## src/rtl/multicycle_main_fsm_if.sv

```systemverilog
// Control bundle between the multi-cycle main FSM and the datapath/condition logic.
// Op/Funct come from the instruction register; everything else is driven by the FSM.
interface multicycle_main_fsm_if;
    logic [1:0] Op;
    logic [5:0] Funct;
    logic       IRWrite;
    logic       AdrSrc;
    logic       ALUSrcA;
    logic [1:0] ALUSrcB;
    logic [1:0] ResultSrc;
    logic       NextPC;
    logic       RegW;
    logic       MemW;
    logic       Branch;
    logic       ALUOp;
    logic [3:0] state;

    modport master (
        input  Op, Funct,
        output IRWrite, AdrSrc, ALUSrcA, ALUSrcB, ResultSrc,
               NextPC, RegW, MemW, Branch, ALUOp, state
    );

    modport slave (
        output Op, Funct,
        input  IRWrite, AdrSrc, ALUSrcA, ALUSrcB, ResultSrc,
               NextPC, RegW, MemW, Branch, ALUOp, state
    );
endinterface

```

## src/rtl/multicycle_main_fsm.sv

```systemverilog
// Moore main controller of the multi-cycle core: fetch/decode/execute/memory/writeback
// sequencing, datapath select lines and raw write strobes decoded from registered state.
module multicycle_main_fsm #(
    parameter bit UNKNOWN_TRAP = 1'b0
) (
    input  logic                    clk,
    input  logic                    reset,
    multicycle_main_fsm_if.master   bus
);

    typedef enum logic [3:0] {
        S_FETCH    = 4'd0,
        S_DECODE   = 4'd1,
        S_MEMADR   = 4'd2,
        S_MEMREAD  = 4'd3,
        S_MEMWB    = 4'd4,
        S_MEMWRITE = 4'd5,
        S_EXECUTER = 4'd6,
        S_EXECUTEI = 4'd7,
        S_ALUWB    = 4'd8,
        S_BRANCH   = 4'd9,
        S_UNKNOWN  = 4'd10
    } state_e;

    state_e state_q, state_d;

    logic       ir_write, adr_src, alu_src_a, next_pc, reg_w, mem_w, branch, alu_op;
    logic [1:0] alu_src_b, result_src;

    // Only I (bit 5) and L/S (bit 0) steer the sequence; the rest belongs to the ALU decoder.
    logic unused_funct;
    assign unused_funct = ^bus.Funct[4:1];

    always_ff @(posedge clk or negedge reset) begin
        if (!reset) state_q <= S_FETCH;
        else        state_q <= state_d;
    end

    always_comb begin
        state_d = S_FETCH;
        case (state_q)
            S_FETCH:  state_d = S_DECODE;
            S_DECODE: begin
                case (bus.Op)
                    2'b00:   state_d = bus.Funct[5] ? S_EXECUTEI : S_EXECUTER;
                    2'b01:   state_d = S_MEMADR;
                    2'b10:   state_d = S_BRANCH;
                    default: state_d = S_UNKNOWN;
                endcase
            end
            S_MEMADR:   state_d = bus.Funct[0] ? S_MEMREAD : S_MEMWRITE;
            S_MEMREAD:  state_d = S_MEMWB;
            S_MEMWB:    state_d = S_FETCH;
            S_MEMWRITE: state_d = S_FETCH;
            S_EXECUTER: state_d = S_ALUWB;
            S_EXECUTEI: state_d = S_ALUWB;
            S_ALUWB:    state_d = S_FETCH;
            S_BRANCH:   state_d = S_FETCH;
            S_UNKNOWN:  state_d = UNKNOWN_TRAP ? S_UNKNOWN : S_FETCH;
            default:    state_d = S_FETCH;
        endcase
    end

    always_comb begin
        ir_write   = 1'b0;
        adr_src    = 1'b0;
        alu_src_a  = 1'b0;
        alu_src_b  = 2'b00;
        result_src = 2'b00;
        next_pc    = 1'b0;
        reg_w      = 1'b0;
        mem_w      = 1'b0;
        branch     = 1'b0;
        alu_op     = 1'b0;
        case (state_q)
            S_FETCH: begin
                ir_write   = 1'b1;
                next_pc    = 1'b1;
                alu_src_a  = 1'b1;
                alu_src_b  = 2'b10;
                result_src = 2'b10;
            end
            S_DECODE: begin
                alu_src_a  = 1'b1;
                alu_src_b  = 2'b10;
                result_src = 2'b10;
            end
            S_MEMADR:  alu_src_b = 2'b01;
            S_MEMREAD: adr_src   = 1'b1;
            S_MEMWB: begin
                result_src = 2'b01;
                reg_w      = 1'b1;
            end
            S_MEMWRITE: begin
                adr_src = 1'b1;
                mem_w   = 1'b1;
            end
            S_EXECUTER: alu_op = 1'b1;
            S_EXECUTEI: begin
                alu_src_b = 2'b01;
                alu_op    = 1'b1;
            end
            S_ALUWB: reg_w = 1'b1;
            S_BRANCH: begin
                alu_src_b  = 2'b01;
                result_src = 2'b10;
                branch     = 1'b1;
            end
            default: ;
        endcase
        // Reset already parks state in FETCH; just hold off the fetch strobes until release.
        if (!reset) begin
            ir_write = 1'b0;
            next_pc  = 1'b0;
        end
    end

    assign bus.IRWrite   = ir_write;
    assign bus.AdrSrc    = adr_src;
    assign bus.ALUSrcA   = alu_src_a;
    assign bus.ALUSrcB   = alu_src_b;
    assign bus.ResultSrc = result_src;
    assign bus.NextPC    = next_pc;
    assign bus.RegW      = reg_w;
    assign bus.MemW      = mem_w;
    assign bus.Branch    = branch;
    assign bus.ALUOp     = alu_op;
    assign bus.state     = state_q;

endmodule

```

## src/flat_wrapper.sv

```systemverilog
// flat-port wrapper written by rule: the top's interface ports become plain ports
module multicycle_main_fsm_flat 
#(
    parameter bit UNKNOWN_TRAP = 1'b0
)
  (clk, reset, bus_Op, bus_Funct, bus_IRWrite, bus_AdrSrc, bus_ALUSrcA, bus_ALUSrcB, bus_ResultSrc, bus_NextPC, bus_RegW, bus_MemW, bus_Branch, bus_ALUOp, bus_state);
  multicycle_main_fsm_if bus_i ();
  input  logic clk;
  input  logic reset;
  input wire logic [$bits(bus_i.Op)-1:0] bus_Op;
  input wire logic [$bits(bus_i.Funct)-1:0] bus_Funct;
  output wire logic [$bits(bus_i.IRWrite)-1:0] bus_IRWrite;
  output wire logic [$bits(bus_i.AdrSrc)-1:0] bus_AdrSrc;
  output wire logic [$bits(bus_i.ALUSrcA)-1:0] bus_ALUSrcA;
  output wire logic [$bits(bus_i.ALUSrcB)-1:0] bus_ALUSrcB;
  output wire logic [$bits(bus_i.ResultSrc)-1:0] bus_ResultSrc;
  output wire logic [$bits(bus_i.NextPC)-1:0] bus_NextPC;
  output wire logic [$bits(bus_i.RegW)-1:0] bus_RegW;
  output wire logic [$bits(bus_i.MemW)-1:0] bus_MemW;
  output wire logic [$bits(bus_i.Branch)-1:0] bus_Branch;
  output wire logic [$bits(bus_i.ALUOp)-1:0] bus_ALUOp;
  output wire logic [$bits(bus_i.state)-1:0] bus_state;
  assign bus_i.Op = bus_Op;
  assign bus_i.Funct = bus_Funct;
  assign bus_IRWrite = bus_i.IRWrite;
  assign bus_AdrSrc = bus_i.AdrSrc;
  assign bus_ALUSrcA = bus_i.ALUSrcA;
  assign bus_ALUSrcB = bus_i.ALUSrcB;
  assign bus_ResultSrc = bus_i.ResultSrc;
  assign bus_NextPC = bus_i.NextPC;
  assign bus_RegW = bus_i.RegW;
  assign bus_MemW = bus_i.MemW;
  assign bus_Branch = bus_i.Branch;
  assign bus_ALUOp = bus_i.ALUOp;
  assign bus_state = bus_i.state;
  multicycle_main_fsm #(.UNKNOWN_TRAP(UNKNOWN_TRAP)) u_core (.clk(clk), .reset(reset), .bus(bus_i));
endmodule
```

## config.mk

```make
export PLATFORM = sky130hd
export DESIGN_NAME = multicycle_main_fsm_flat
export DESIGN_NICKNAME = d
export VERILOG_FILES = /design/src/rtl/multicycle_main_fsm_if.sv /design/src/rtl/multicycle_main_fsm.sv /design/src/flat_wrapper.sv
export SDC_FILE = /design/constraint.sdc
export NUM_CORES = 1
export LEC_CHECK = 0
export CAP_MARGIN = 25
export CORE_AREA = 5 5 42 44
export CTS_CLUSTER_DIAMETER = 120
export CTS_CLUSTER_SIZE = 16
export DETAILED_ROUTE_END_ITERATION = 7
export DIE_AREA = 0 0 47 49
export GPL_ROUTABILITY_DRIVEN = 0
export PLACE_DENSITY_LB_ADDON = 0.12
export SYNTH_ARGS = -nofsm -noshare
export SYNTH_HDL_FRONTEND = slang
export SYNTH_SLANG_ARGS = --single-unit
```

## constraint.sdc

```tcl
create_clock -name clk -period 1.6 [get_ports clk]
set_input_delay 0.24 -clock clk [delete_from_list [all_inputs] [get_ports clk]]
set_output_delay 0.24 -clock clk [all_outputs]
set_load 0.05 [all_outputs]
```

After elaboration in Yosys (flattened, before gate mapping)
Index checks and enable logic that the tools add are counted.

word-level totals
  flip-flop bits (word level) = 4
  output and inout bits = 16
  word-level logic and storage cells = 34

operators by class
  equality and inequality tests = 11
  multiplexer cells = 14
  reduce and logical (&&, ||, !) cells = 8

operator list
  cell                                                                    count
  4-bit case mux with 5 select lines                                      1
  4-bit by 3-bit equality test with 1-bit output (second input constant)  4
  4-bit case mux with 3 select lines                                      1
  1-bit two-way mux                                                       9
  4-bit by 2-bit equality test with 1-bit output (second input constant)  2
  4-bit equality test (second input constant)                             2
  2-bit case mux with 2 select lines                                      2
  2-bit OR reduction                                                      4
  3-bit OR reduction                                                      2
  4-bit by 1-bit equality test with 1-bit output (second input constant)  1
  4-bit logical NOT                                                       1
  3-bit two-way mux                                                       1
  2-bit by 1-bit equality test with 1-bit output (second input constant)  1
  2-bit equality test (second input constant)                             1
  2-bit logical NOT                                                       1

Logic depth before layout (Yosys ltp)
  word-level depth = 3
  depth in mapped cells = 5

Least setup slack after synthesis
Ideal clock, no wire load.

  path type = register -> output
  start = register u_core.state_q[2] (netlist: u_core.bus.state[2])
  end = output port bus_RegW
  arrival = 2.242 ns
  path slack = -0.882 ns
  stages on the path, launching flop included = 4
  cells stage by stage = dfrtp_1 buf_6 or2b_1 a211oi_1

between the ends
  cells in the longest elaborated chain, start to end = 3
  elaborated cells between the ends (all ways) = 4
  those cells by class = 2 x eq/ne; 1 x mux; 1 x reduce/logical

ends and longest elaborated chain
  element                                                                                line                       text
  start, declared                                                                        multicycle_main_fsm.sv:25  state_e state_q, state_d;
  start signal, assigned                                                                 multicycle_main_fsm.sv:36  else state_q <= state_d;
  4-bit equality test or 4-bit by 3-bit equality test with 1-bit output (tied branches)  multicycle_main_fsm.sv:75  case (state_q)
  2-bit OR reduction (no source line) (*)                                                n/a
  1-bit two-way mux (*)                                                                  multicycle_main_fsm.sv:75
  end, declared                                                                          flat_wrapper.sv:18         output wire logic [$bits(bus_i.RegW)-1:0] bus_RegW;

Every way passes the cells marked *; elsewhere a longest branch is shown, timed or not.

Worst setup path in the final report
  start = register u_core.state_q[2] (netlist: u_core.bus.state[2])
  end = output port bus_IRWrite

between the ends
  cells in the longest elaborated chain, start to end = 3

ends and longest elaborated chain
  element            line                        text
  4-bit logical NOT  multicycle_main_fsm.sv:75
  1-bit two-way mux  multicycle_main_fsm.sv:75
  1-bit two-way mux  multicycle_main_fsm.sv:112  if (!reset) begin
  end, declared      flat_wrapper.sv:12          output wire logic [$bits(bus_i.IRWrite)-1:0] bus_IRWrite;

Every way passes these cells.

==> results.toml <==
[setup_path]
critPathMaxFanout = 4
r2r-start = "u_core.bus.state[2]"
worst_path_dominant_cell_family = "simple AND/OR/NAND/NOR gates"
worst_setup_path_start_kind = "flip-flop"
critPathMaxStageDelay_ns = 0.42
crit_slowest_cell = "dfrtp_2"
worst_ep_arrival_time_ns = 1.45
crit_chain = "or2_4 > nor4b_4 > buf_4 > buf_12"
critical_path_class = "flip-flop to primary output"
reg2reg_setup_slack_ns = 0.31
crit_required_ns = 1.36
crit_start = "u_core.bus.state[2]"
end_kind = "primary output"
crit_buf_inv = 2

[detailed_routing]
first_iter_violations = 9
ant_nets = 0
routed_via_density = 4.54
drt-wirelength-per-cell_um = 11.0
vias = 427
drc_errors = 0
first_pass_iters = 4
drt_wl_total_um = 1040

[floorplanning]
start_util = 0.242
dieArea_sq_um = 2300
rows = 14
core_region_area_sq_um = 1400
die_x_um = 47
num_io_pins = 26
die_h_um = 49

[job]
cap_violations = 0

[global_route]
grtUsageTotal = 0.102
gr-total-overflow = 0
grt_pass1_vias = 407
grt_first_pass_wirelength_um = 1780
grt_max_degree = 10
antenna_found_initial = 0

[finish]
drive_above_1_share = 0.654
largest_reg_flops = 4
area_growth_pct = 173
layout.nets = 89
num_antenna_cells = 0

[synth]
syn_nets = 51
synthTopCellsByArea = "dfrtp_1 30%, nor2_1 8.9%, nor4b_4 7.0%"
ys.warnings.count = 0
syn_area_per_cell_sq_um = 8.27
synth-seq-cells = 4
synth_top_area_share = 0.295
syn_inst = 41
netlist_area_sq_um = 339
seq_area_frac_synth = 0.295
synth_area_leader_cell = "dfrtp_1"
synth.distinct_cells = 23

[clock_tree]
cts.htree.levels = 1
clock_path_buffers = 2
cts_buffers = 3
cts_root_buf = "clkbuf_4"
cts.sinks = 4
cts_tree = "done"
clkLatencyLatePin_ns = 0.24
clk_pin_slew_ns = 0.04

[timing]
final.setup.worst_slack_ns = -0.0944
hold_viol_final = 0
fmax_mhz = 590
fin_skew_ns = 0.0123
tightest_slew_ns = 0.258
post-route-period-util = 1.06
timing.hold.ws_ns = 0.291
slew_headroom = 0.828
setup_viol = 6
rsz0062_at_grt = "yes"
slew_violations = 0
min_period_ns = 1.69

[placement]
port-buffer-count = 21
hpwl_um = 826
dp_slack_ns = 0.0764

[hold_path]
hp-class = "input port to async pin"

[run_status]
status = "finished, violations left"
violations = "negative setup slack"
worst register-to-register path, delay by kind of cell, from the launching register on:
kind | cells | cell delay [ns]
AND/OR/NAND/NOR | 1 | 0.29
flip-flops | 1 | 0.42
buffers and inverters | 3 | 0.39
AO/OA/AOI/OAI | 1 | 0.11
metal layers:
metal / track usage / wire length (um) / vias to the layer above
met1: 0.137 / 421 / 199
li1: - / - / 212
met3: 0.0443 / 81 / 0
met5: 0 / 0 / -
met4: 0.0138 / 0 / 0
met2: 0.154 / 536 / 16
path summary, 6_finish.rpt:
kind                       cells past startpoint                   to
max reg2reg                                    5  u_core.bus.state[1]
min                                            2  u_core.bus.state[2]
min in group clk                               2  u_core.bus.state[3]
max in group asynchronous                      2  u_core.bus.state[0]
max                                            4          bus_IRWrite
min reg2reg                                    2  u_core.bus.state[3]
Yosys cell counts:
cell type	number
o22ai_1	1
or2_1	1
a21oi_1	2
nor3_1	2
dfrtp_1	4
a211oi_1	1
o21ai_0	1
buf_4	2
or2b_1	1
o21bai_1	1
xor2_1	1
nor2_1	8
nor2b_1	1
buf_6	2
nor4b_4	1
inv_1	3
nand2_1	2
o31a_1	1
nand2b_1	2
buf_2	1
o32a_1	1
xnor2_1	1
o32ai_1	1
per-stage QoR:
step	instance area [sq um]	std cells	setup TNS (ns)	util
after floorplan	407	41	-2.89	-
after global placement	810	83	0	0.578
after detailed placement	810	83	0	0.578
after CTS	866	90	-0.450	0.618
after global routing	927	94	-0.902	0.662
final	927	94	-0.350	0.662
logic make-up (layout without fill, tap and decap cells):
family                 Yosys count  after routing  synth area share
XOR/XNOR                         2              2            0.0517
AO/OA/AOI/OAI                    9              9             0.188
AND/OR/NAND/NOR                 18             18             0.306
flip-flops                       4              4             0.295
buffers and inverters            8             45             0.159
timing repair:
item	in CTS	in global routing
resized for setup	3	7
setup buffers	3	4
endpoints found under the setup margin	5	12
pin swaps	3	4
hold buffers	0	0
placed cells by master (no fill, tap or decap), drive strengths merged:
master | synthesis | final
buf | 5 | 32
nor2 | 8 | 8
clkdlybuf4s50 | 0 | 5
clkbuf | 0 | 5
dfrtp | 4 | 4
inv | 3 | 3
nand2 | 2 | 2
a21oi | 2 | 2
nand2b | 2 | 2
nor3 | 2 | 2
or2b | 1 | 1
xor2 | 1 | 1
o32ai | 1 | 1
o21bai | 1 | 1
nor2b | 1 | 1
or2 | 1 | 1
o21ai | 1 | 1
o32a | 1 | 1
o22ai | 1 | 1
o31a | 1 | 1
nor4b | 1 | 1
a211oi | 1 | 1
xnor2 | 1 | 1
layout make-up:
class / count / area, sq um
Timing Repair Buffer: 38 / 498
Sequential cell: 4 / 104
Fill cell: 119 / 474
Clock buffer: 4 / 26.3
Inverter: 3 / 11.3
Tap cell: 16 / 20.0
Multi-Input combinational cell: 29 / 268
Power is not shown: default switching activity piles up to over one toggle a cycle in this logic, so the estimate is an artifact.
